===== src/rtl/rw_manager_ac_pkg.sv =====
// Shared types and helpers for the writable RW manager AC instruction store.
package rw_manager_ac_pkg;

  typedef enum logic [0:0] {
    S_SCRUB = 1'b0,
    S_READY = 1'b1
  } ac_state_e;

  // AC word issued when the sequencer has nothing to drive.
  localparam logic [31:0] AC_NOP_WORD = 32'h0000_0000;

  localparam int PAR_MAX_W = 256;

  // Even parity; callers zero-extend to PAR_MAX_W, which leaves the result unchanged.
  function automatic logic even_parity(input logic [PAR_MAX_W-1:0] word);
    return ^word;
  endfunction

endpackage


===== src/rtl/rw_manager_ac_mem_array.sv =====
// Simple dual-port word array: one write port, one registered read port, old data on collision.
module rw_manager_ac_mem_array
  import rw_manager_ac_pkg::*;
#(
  parameter int WIDTH      = 33,
  parameter int ADDR_WIDTH = 6,
  parameter int DEPTH      = 64
) (
  input  logic                  clock,
  input  logic                  we,
  input  logic [ADDR_WIDTH-1:0] waddr,
  input  logic [WIDTH-1:0]      wdata,
  input  logic                  re,
  input  logic [ADDR_WIDTH-1:0] raddr,
  output logic [WIDTH-1:0]      rdata
);

  logic [WIDTH-1:0] mem [DEPTH];

  // Write port; storage is deliberately not reset.
  always_ff @(posedge clock) begin
    if (we) begin
      mem[waddr] <= wdata;
    end
  end

  // Registered read port, samples the array before this edge's write lands.
  always_ff @(posedge clock) begin
    if (re) begin
      rdata <= mem[raddr];
    end
  end

endmodule


===== src/rtl/rw_manager_ac_ram.sv =====
// Writable AC instruction store: reset-time scrub, runtime patch port, 2-cycle reads, sticky parity.
module rw_manager_ac_ram
  import rw_manager_ac_pkg::*;
#(
  parameter int          DATA_WIDTH       = 32,
  parameter int          ADDR_WIDTH       = 6,
  parameter int          DEPTH            = 64,
  parameter int          RESTORE_ON_RESET = 1,
  parameter logic [31:0] DEFAULT_WORD     = AC_NOP_WORD,
  parameter int          PARITY_EN        = 1
) (
  input  logic                  clock,
  input  logic                  reset,
  input  logic                  rden,
  input  logic [ADDR_WIDTH-1:0] rdaddress,
  output logic [DATA_WIDTH-1:0] q,
  output logic                  q_valid,
  input  logic                  wren,
  input  logic [ADDR_WIDTH-1:0] wraddress,
  input  logic [DATA_WIDTH-1:0] data,
  input  logic                  wr_flip_par,
  output logic                  wr_err,
  output logic                  ready,
  output logic                  parity_err,
  input  logic                  err_clr
);

  localparam int                    PW          = (PARITY_EN != 0) ? 1 : 0;
  localparam int                    MW          = DATA_WIDTH + PW;
  localparam logic [ADDR_WIDTH:0]   DEPTH_L     = (ADDR_WIDTH + 1)'(DEPTH);
  localparam logic [ADDR_WIDTH-1:0] LAST_ADDR   = ADDR_WIDTH'(DEPTH - 1);
  localparam logic [DATA_WIDTH-1:0] DEFAULT_L   = DATA_WIDTH'(DEFAULT_WORD);
  localparam ac_state_e             RESET_STATE = (RESTORE_ON_RESET != 0) ? S_SCRUB : S_READY;

  ac_state_e             state_r;
  logic                  ready_r;
  logic [ADDR_WIDTH-1:0] scrub_addr_r;

  logic                  rd_req_r;
  logic                  rd_oor_r;
  logic [DATA_WIDTH-1:0] q_r;
  logic                  q_valid_r;
  logic                  wr_err_r;
  logic                  parity_err_r;

  logic                  wr_in_range_s;
  logic                  rd_in_range_s;
  logic                  wr_ok_s;
  logic                  rd_ok_s;
  logic                  scrub_active_s;
  logic                  mem_we_s;
  logic                  mem_re_s;
  logic [ADDR_WIDTH-1:0] mem_waddr_s;
  logic [DATA_WIDTH-1:0] wr_word_s;
  logic                  wr_par_s;
  logic [MW-1:0]         mem_wdata_s;
  logic [MW-1:0]         mem_rdata_s;
  logic                  rd_bad_s;

  // Range compares run on the full unsigned address so DEPTH < 2**ADDR_WIDTH works.
  assign wr_in_range_s  = ({1'b0, wraddress} < DEPTH_L);
  assign rd_in_range_s  = ({1'b0, rdaddress} < DEPTH_L);
  assign wr_ok_s        = wren & ready_r & wr_in_range_s & ~reset;
  assign rd_ok_s        = rden & ready_r & ~reset;
  assign mem_re_s       = rd_ok_s & rd_in_range_s;
  assign scrub_active_s = (state_r == S_SCRUB) & ~reset;

  // Write-port mux: the scrub owns the port until the array is ready.
  always_comb begin
    mem_we_s    = 1'b0;
    mem_waddr_s = '0;
    wr_word_s   = '0;
    wr_par_s    = 1'b0;
    if (scrub_active_s) begin
      mem_we_s    = 1'b1;
      mem_waddr_s = scrub_addr_r;
      wr_word_s   = DEFAULT_L;
      wr_par_s    = even_parity(PAR_MAX_W'(DEFAULT_L));
    end else if (wr_ok_s) begin
      mem_we_s    = 1'b1;
      mem_waddr_s = wraddress;
      wr_word_s   = data;
      wr_par_s    = even_parity(PAR_MAX_W'(data)) ^ wr_flip_par;
    end else begin
      mem_we_s    = 1'b0;
    end
  end

  generate
    if (PW == 1) begin : g_par
      assign mem_wdata_s = {wr_par_s, wr_word_s};
      assign rd_bad_s    = ^mem_rdata_s;
    end else begin : g_nopar
      assign mem_wdata_s = wr_word_s;
      assign rd_bad_s    = 1'b0;
    end
  endgenerate

  rw_manager_ac_mem_array #(
    .WIDTH      (MW),
    .ADDR_WIDTH (ADDR_WIDTH),
    .DEPTH      (DEPTH)
  ) u_mem (
    .clock (clock),
    .we    (mem_we_s),
    .waddr (mem_waddr_s),
    .wdata (mem_wdata_s),
    .re    (mem_re_s),
    .raddr (rdaddress),
    .rdata (mem_rdata_s)
  );

  // Scrub/ready FSM: one default word per cycle, ready rises on the edge that writes the last word.
  always_ff @(posedge clock) begin
    if (reset) begin
      state_r      <= RESET_STATE;
      ready_r      <= 1'b0;
      scrub_addr_r <= '0;
    end else begin
      case (state_r)
        S_SCRUB: begin
          if (scrub_addr_r == LAST_ADDR) begin
            state_r      <= S_READY;
            ready_r      <= 1'b1;
            scrub_addr_r <= '0;
          end else begin
            scrub_addr_r <= scrub_addr_r + ADDR_WIDTH'(1);
          end
        end
        S_READY: begin
          ready_r <= 1'b1;
        end
        default: begin
          state_r      <= RESET_STATE;
          ready_r      <= 1'b0;
          scrub_addr_r <= '0;
        end
      endcase
    end
  end

  // Read pipeline output stage, write reject pulse and sticky parity flag (set beats clear).
  always_ff @(posedge clock) begin
    if (reset) begin
      rd_req_r     <= 1'b0;
      rd_oor_r     <= 1'b0;
      q_r          <= '0;
      q_valid_r    <= 1'b0;
      wr_err_r     <= 1'b0;
      parity_err_r <= 1'b0;
    end else begin
      rd_req_r  <= rd_ok_s;
      rd_oor_r  <= ~rd_in_range_s;
      q_valid_r <= rd_req_r;
      if (rd_req_r) begin
        q_r <= rd_oor_r ? '0 : mem_rdata_s[DATA_WIDTH-1:0];
      end
      wr_err_r <= wren & ~wr_ok_s;
      if (rd_req_r & ~rd_oor_r & rd_bad_s) begin
        parity_err_r <= 1'b1;
      end else if (err_clr) begin
        parity_err_r <= 1'b0;
      end
    end
  end

  assign q          = q_r;
  assign q_valid    = q_valid_r;
  assign wr_err     = wr_err_r;
  assign ready      = ready_r;
  assign parity_err = parity_err_r;

endmodule


===== config.mk =====
export PLATFORM = sky130hd
export DESIGN_NAME = rw_manager_ac_ram
export DESIGN_NICKNAME = d
export VERILOG_FILES = /design/src/rtl/rw_manager_ac_pkg.sv /design/src/rtl/rw_manager_ac_mem_array.sv /design/src/rtl/rw_manager_ac_ram.sv
export SDC_FILE = /design/constraint.sdc
export NUM_CORES = 2
export LEC_CHECK = 0
export ABC_AREA = 1
export CAP_MARGIN = 10
export CORE_MARGIN = 2
export CORE_UTILIZATION = 45
export CTS_CLUSTER_SIZE = 40
export DETAILED_ROUTE_END_ITERATION = 12
export GPL_TIMING_DRIVEN = 0
export HOLD_SLACK_MARGIN = 0.03
export PLACE_DENSITY = 0.64
export REMOVE_ABC_BUFFERS = 1
export SLEW_MARGIN = 30
export SYNTH_ARGS = -nofsm -noshare
export SYNTH_HDL_FRONTEND = slang
export SYNTH_HIERARCHICAL = 1
export SYNTH_SLANG_ARGS = --single-unit

===== constraint.sdc =====
create_clock -name clock -period 8.5 [get_ports clock]
set_clock_uncertainty 0.1 [all_clocks]
set_input_delay 2.125 -clock clock [delete_from_list [all_inputs] [get_ports clock]]
set_output_delay 2.125 -clock clock [all_outputs]
set_load 0.01 [all_outputs]

# ---- Word-level counts from Yosys, hierarchy flattened
# Memories as Yosys holds them, arrays and structs flattened. A register that Yosys moved wholly into a read port is not among the register bits.
# Index checks and enable logic that the tools add are counted.
dict set report word_totals {
  mem_count 1
  mem_bits_rw 2112
  word_cells 43
  inputBits 50
  reg_bits 44
}
dict set report classes {
  addsub 1
  eq_ne 2
  muxes 17
  reduce_logical 3
  bitwise_logic 11
}
# name depth word_bits read_ports rd_ports_with_merged_regs write_ports line
set memory_table {}
lappend memory_table {u_mem.mem 64 33 1 1 1 rw_manager_ac_mem_array.sv:18} ;# logic [WIDTH-1:0] mem [DEPTH];
# operator count
set op_table {}
lappend op_table {{XOR reduction 256 bit} 1}
lappend op_table {{two-way mux 32 bit} 2}
lappend op_table {{XOR reduction 33 bit} 1}
lappend op_table {{two-way mux 6 bit} 3}
lappend op_table {{two-way mux 1 bit} 11}
lappend op_table {{bitwise AND 1 bit} 7}
lappend op_table {{adder 6 x 1 -> 6 bit (second input constant)} 1}
lappend op_table {{== test 6 bit (second input constant)} 1}
lappend op_table {{NOT 1 bit} 3}
lappend op_table {{!= test 2 x 1 -> 1 bit (second input constant)} 1}
lappend op_table {{one-hot mux 1 bit (2 select lines)} 1}
lappend op_table {{nonzero test 2 bit} 1}
lappend op_table {{bitwise XOR 1 bit} 1}

# ---- Depth between registers and ports, before layout
dict set report logic_depth {
  ltp_word 6
  ltp_mapped 15
}

# ---- Cells and area by module
# Netlist, hierarchy kept.
# mod instances area_each_um2 cells_each seq_area_each_um2
set by_module_without_submodules {}
lappend by_module_without_submodules {rw_manager_ac_mem_array 1 86045.0 6980 64411.8}
lappend by_module_without_submodules {rw_manager_ac_ram 1 3168.0 543 880.8}

# ---- Least setup slack after synthesis
# OpenSTA, ideal clock, no wires.
dict set report synth_timing {
  path_type {input to register}
  start {input port reset}
  end {memory u_mem.mem[50][0], enable pin}
  arrival_time_ps 6584
  n_path_buf 1
  path_stages 8
  slack_ps 1309
  path_cell_list {nor3_2 inv_1 nor2_1 nand2_1 o21ai_0 clkbuf_1 inv_1 nor4_1}
}
dict set report synth_via {
  word_cells_on_any_way 9
}
# element line
set synth_lines {}
lappend synth_lines {{start: declaration} rw_manager_ac_ram.sv:13} ;# input logic reset,
lappend synth_lines {{NOT 1 bit *} {rw_manager_ac_ram.sv:63, rw_manager_ac_ram.sv:66}}
lappend synth_lines {{bitwise AND 1 bit} rw_manager_ac_ram.sv:63} ;# assign wr_ok_s = wren & ready_r & wr_in_range_s & ~reset;
lappend synth_lines {{two-way mux 6 bit} rw_manager_ac_ram.sv:79} ;# end else if (wr_ok_s) begin
lappend synth_lines {{two-way mux 6 bit *} rw_manager_ac_ram.sv:74} ;# if (scrub_active_s) begin
lappend synth_lines {{named net mem_waddr_s[1]} rw_manager_ac_ram.sv:53} ;# logic [ADDR_WIDTH-1:0] mem_waddr_s;
lappend synth_lines {{end: declaration} rw_manager_ac_mem_array.sv:18}
# The timed path passes the listed nets; every way through them passes the cells marked *.

# ---- Final worst setup path
dict set report layout_timing {
  start {input port reset}
  end {memory u_mem.mem[30][10], enable pin}
}
# Same word-level chain as after synthesis.

==> impl_metrics.yaml <==
outcome:
  status: "completed"
setup_path:
  slowest_stage: "clkdlybuf4s50_1"
  crit_buf_inv: 5
  arrival_ns: 7.06
  crit_chain: "clkdlybuf4s50_1, nor3_4, buf_6, inv_1, nor2_1, nand2_1, o21ai_1, nand3_1, nor2_4, buf_16, buf_16"
  timing.critical_path.fanout_max: 22
  cp_top_family: "simple AND/OR/NAND/NOR gates"
  criticalPathCategory: "in -> reg"
  worst_setup_path_end_kind: "flip-flop"
  worstSetupStartpointType: "input pin"
  cpPeakStageDelay_ns: 0.86
  critical_path_required_ns: 8.94
  crit_top_cell: "buf_16"
finish:
  multi_input_area_um2: 21620
  nets: 7688
  antenna_cells: 0
  ff_latch_area_um2: 65300
  post-route-util_pct: 53.00
  final_cell_mix: "2,558 x nand2_1, 2,145 x edfxtp_1, 1,980 x nand3_1, 217 x buf_16, 209 x clkbuf_16"
  final_common_cell: "nand2_1"
  layout-drive-gt1-share_pct: 9.146
  num-fill-cells: 15910
  area_growth_pct: 17.17
  finalInstanceArea_um2: 104500
  layout.cells.non_filler: 10450
place:
  placedCellCount: 10070
  dp.final_hpwl_um: 160000
  post_dp_cell_area_um2: 98030
  place_congestion: 0.8455
  portBuffers: 85
routing:
  post_drt_wl_per_cell_um: 24.38
  drt_iter0_drc: 7460
  drc: 0
  vias: 59630
  vias_per_cell: 5.708
  totalWireLength_um: 254700
  antenna_left: 0
  drt-pass1-iter-count: 7
timing:
  max_freq_mhz: 151.2
  worst_pin_slew_ns: 1.062
  setup_viol: 0
  rsz0062_at_grt: "false"
  drv_slew: 0
  fin_crit_ns: 6.615
  hold_slack_ns: 0.3718
  hold_viol: 0
  slew_headroom_pct: 28.70
  min_period_over_period_pct: 77.82
  setup_tns_ns: 0
grt:
  grt_pass1_vias: 55740
  antenna_found_initial: 1
  grt_pass1_wl_um: 369500
  grt_max_degree: 154
  overflow: 0
  track_usage_pct: 24.63
synth:
  synth_warnings: 6
  ys_types: 31
  synth_flop_cell: "edfxtp_1"
  ys_seq_area_share_pct: 73.19
  syn_area_um2: 89210
  synth_area_per_cell_um2: 11.86
  synthCells: 7523
  synth_edf_count: 2145
  synth-seq-cells: 2189
  async_flop_share_pct: 0
cts:
  clockRootBuffer: "clkbuf_16"
  cts_buffer_depth: 3
  cts_resized: 0
  cts_tree: "done"
  postCtsSetupRepairBufs: 0
  clk_latency_ns: 0.85
  numCtsBuffers: 201
  clk_pin_slew_ns: 0.06
  h-tree-depth: 4
  cts.sinks: 2189
  holdBufCountCts: 0
power:
  ir_worst_vdd_mv: 0.1846
  seqPwrFrac_pct: 53.6
  power_switching_mw: 4.709
  comb_power_share_pct: 5.2
  power_per_cell_area_nw_per_um2: 208.6
  p_leak_nw: 38.74
  switching_share_pct: 21.60
  p_int_mw: 17.09
  clockPowerShare_pct: 41.1
die:
  die_w_um: 449.3
  fp.dieH_um: 449.3
  start_util_pct: 45.24
  io_pins: 86
  core_um2: 197200
  num_rows: 163
  dieArea_um2: 201800
hold_path:
  hold_class: "reg -> reg"
run:
  maxCapViolCount: 0
[worst register-to-register path: stages, from the launching register on]
cell	delay, ns
dfxtp_1	0.38
inv_1	0.10
nor3_4	0.43
buf_6	0.26
inv_1	0.12
nor2_1	0.32
nand2_1	0.11
o21ai_1	0.58
nand3_1	0.81
nor2_4	0.82
buf_16	0.24
buf_16	0.18
[final timing paths]
path / from / to / slack [ns] / cells after the start
worst min-delay path: parity_err / parity_err / 0.37 / 2
worst max register to register: ready / u_mem/mem[30][10] / 3.75 / 11
worst min register to register: parity_err / parity_err / 0.37 / 2
worst max-delay path: reset / u_mem/mem[30][10] / 1.89 / 11
[registers in the layout, indices dropped and copies added (netlist names)]
signal / count
u_mem/mem: 2112
u_mem/rdata: 33
q: 32
scrub_addr_r: 6
parity_err: 1
q_valid: 1
rd_req_r: 1
ready: 1
state_r: 1
wr_err: 1
[Yosys cell counts, drive strengths merged, types with 2 or more instances]
| master | n | area share (%) |
|---|---|---|
| a21oi | 38 | 0.21 |
| nand4 | 10 | 0.070 |
| a211oi | 2 | 0.017 |
| nor3 | 4 | 0.028 |
| nand2 | 2561 | 11 |
| nand3 | 1982 | 11 |
| xnor2 | 22 | 0.27 |
| dfxtp | 44 | 0.99 |
| nor4 | 8 | 0.056 |
| o21ai | 38 | 0.21 |
| clkbuf | 96 | 0.40 |
| buf | 385 | 2.7 |
| xor2 | 14 | 0.16 |
| inv | 68 | 0.29 |
| nor2 | 103 | 0.43 |
| edfxtp | 2145 | 72 |
[layer usage]
metal | vias up | GRT usage, % | routed length [um]
met5 | - | 0 | 0
met4 | 0 | 12.41 | 13790
met3 | 547 | 3.899 | 21520
met2 | 2943 | 39.97 | 122500
met1 | 29290 | 32.23 | 96830
li1 | 26850 | - | -
[logic make-up after synthesis]
kind of cell | share of synthesized area, %
flops | 73.19
buf+inv | 3.416
simple gates | 22.50
xor+xnor | 0.4292
fa+ha+maj | 0.01402
compound gates | 0.4516
[power groups by stage]
| stage | Combinational (mW) | Sequential [mW] | Clock [mW] |
|---|---|---|---|
| final | 1.14 | 11.7 | 8.97 |
| after global routing | 1.21 | 11.7 | 9.46 |
| after CTS | 1.12 | 11.7 | 9.05 |
| after detailed placement | 1.11 | 11.9 | 0 |
| after global placement | 1.35 | 11.9 | 0 |
| after floorplan | 0.559 | 11.9 | 0 |
[stage by stage]
step                setup WS [ns]  power, mW
finish                      1.885      21.80
global placement          -114.04      13.28
floorplan                  0.2712      12.49
detailed placement          1.055      13.04
CTS                         1.953      21.87
global route                1.761      22.36
[cell type report]
type | count | area share (%)
clock buffer | 258 | 5.199
clock inverter | 115 | 1.017
inverter | 69 | 0.2873
timing repair buffer | 392 | 7.190
tap | 2640 | 3.160
multi-input combinational | 4784 | 20.68
sequential | 2189 | 62.47
(Power assumes the default switching activity.)
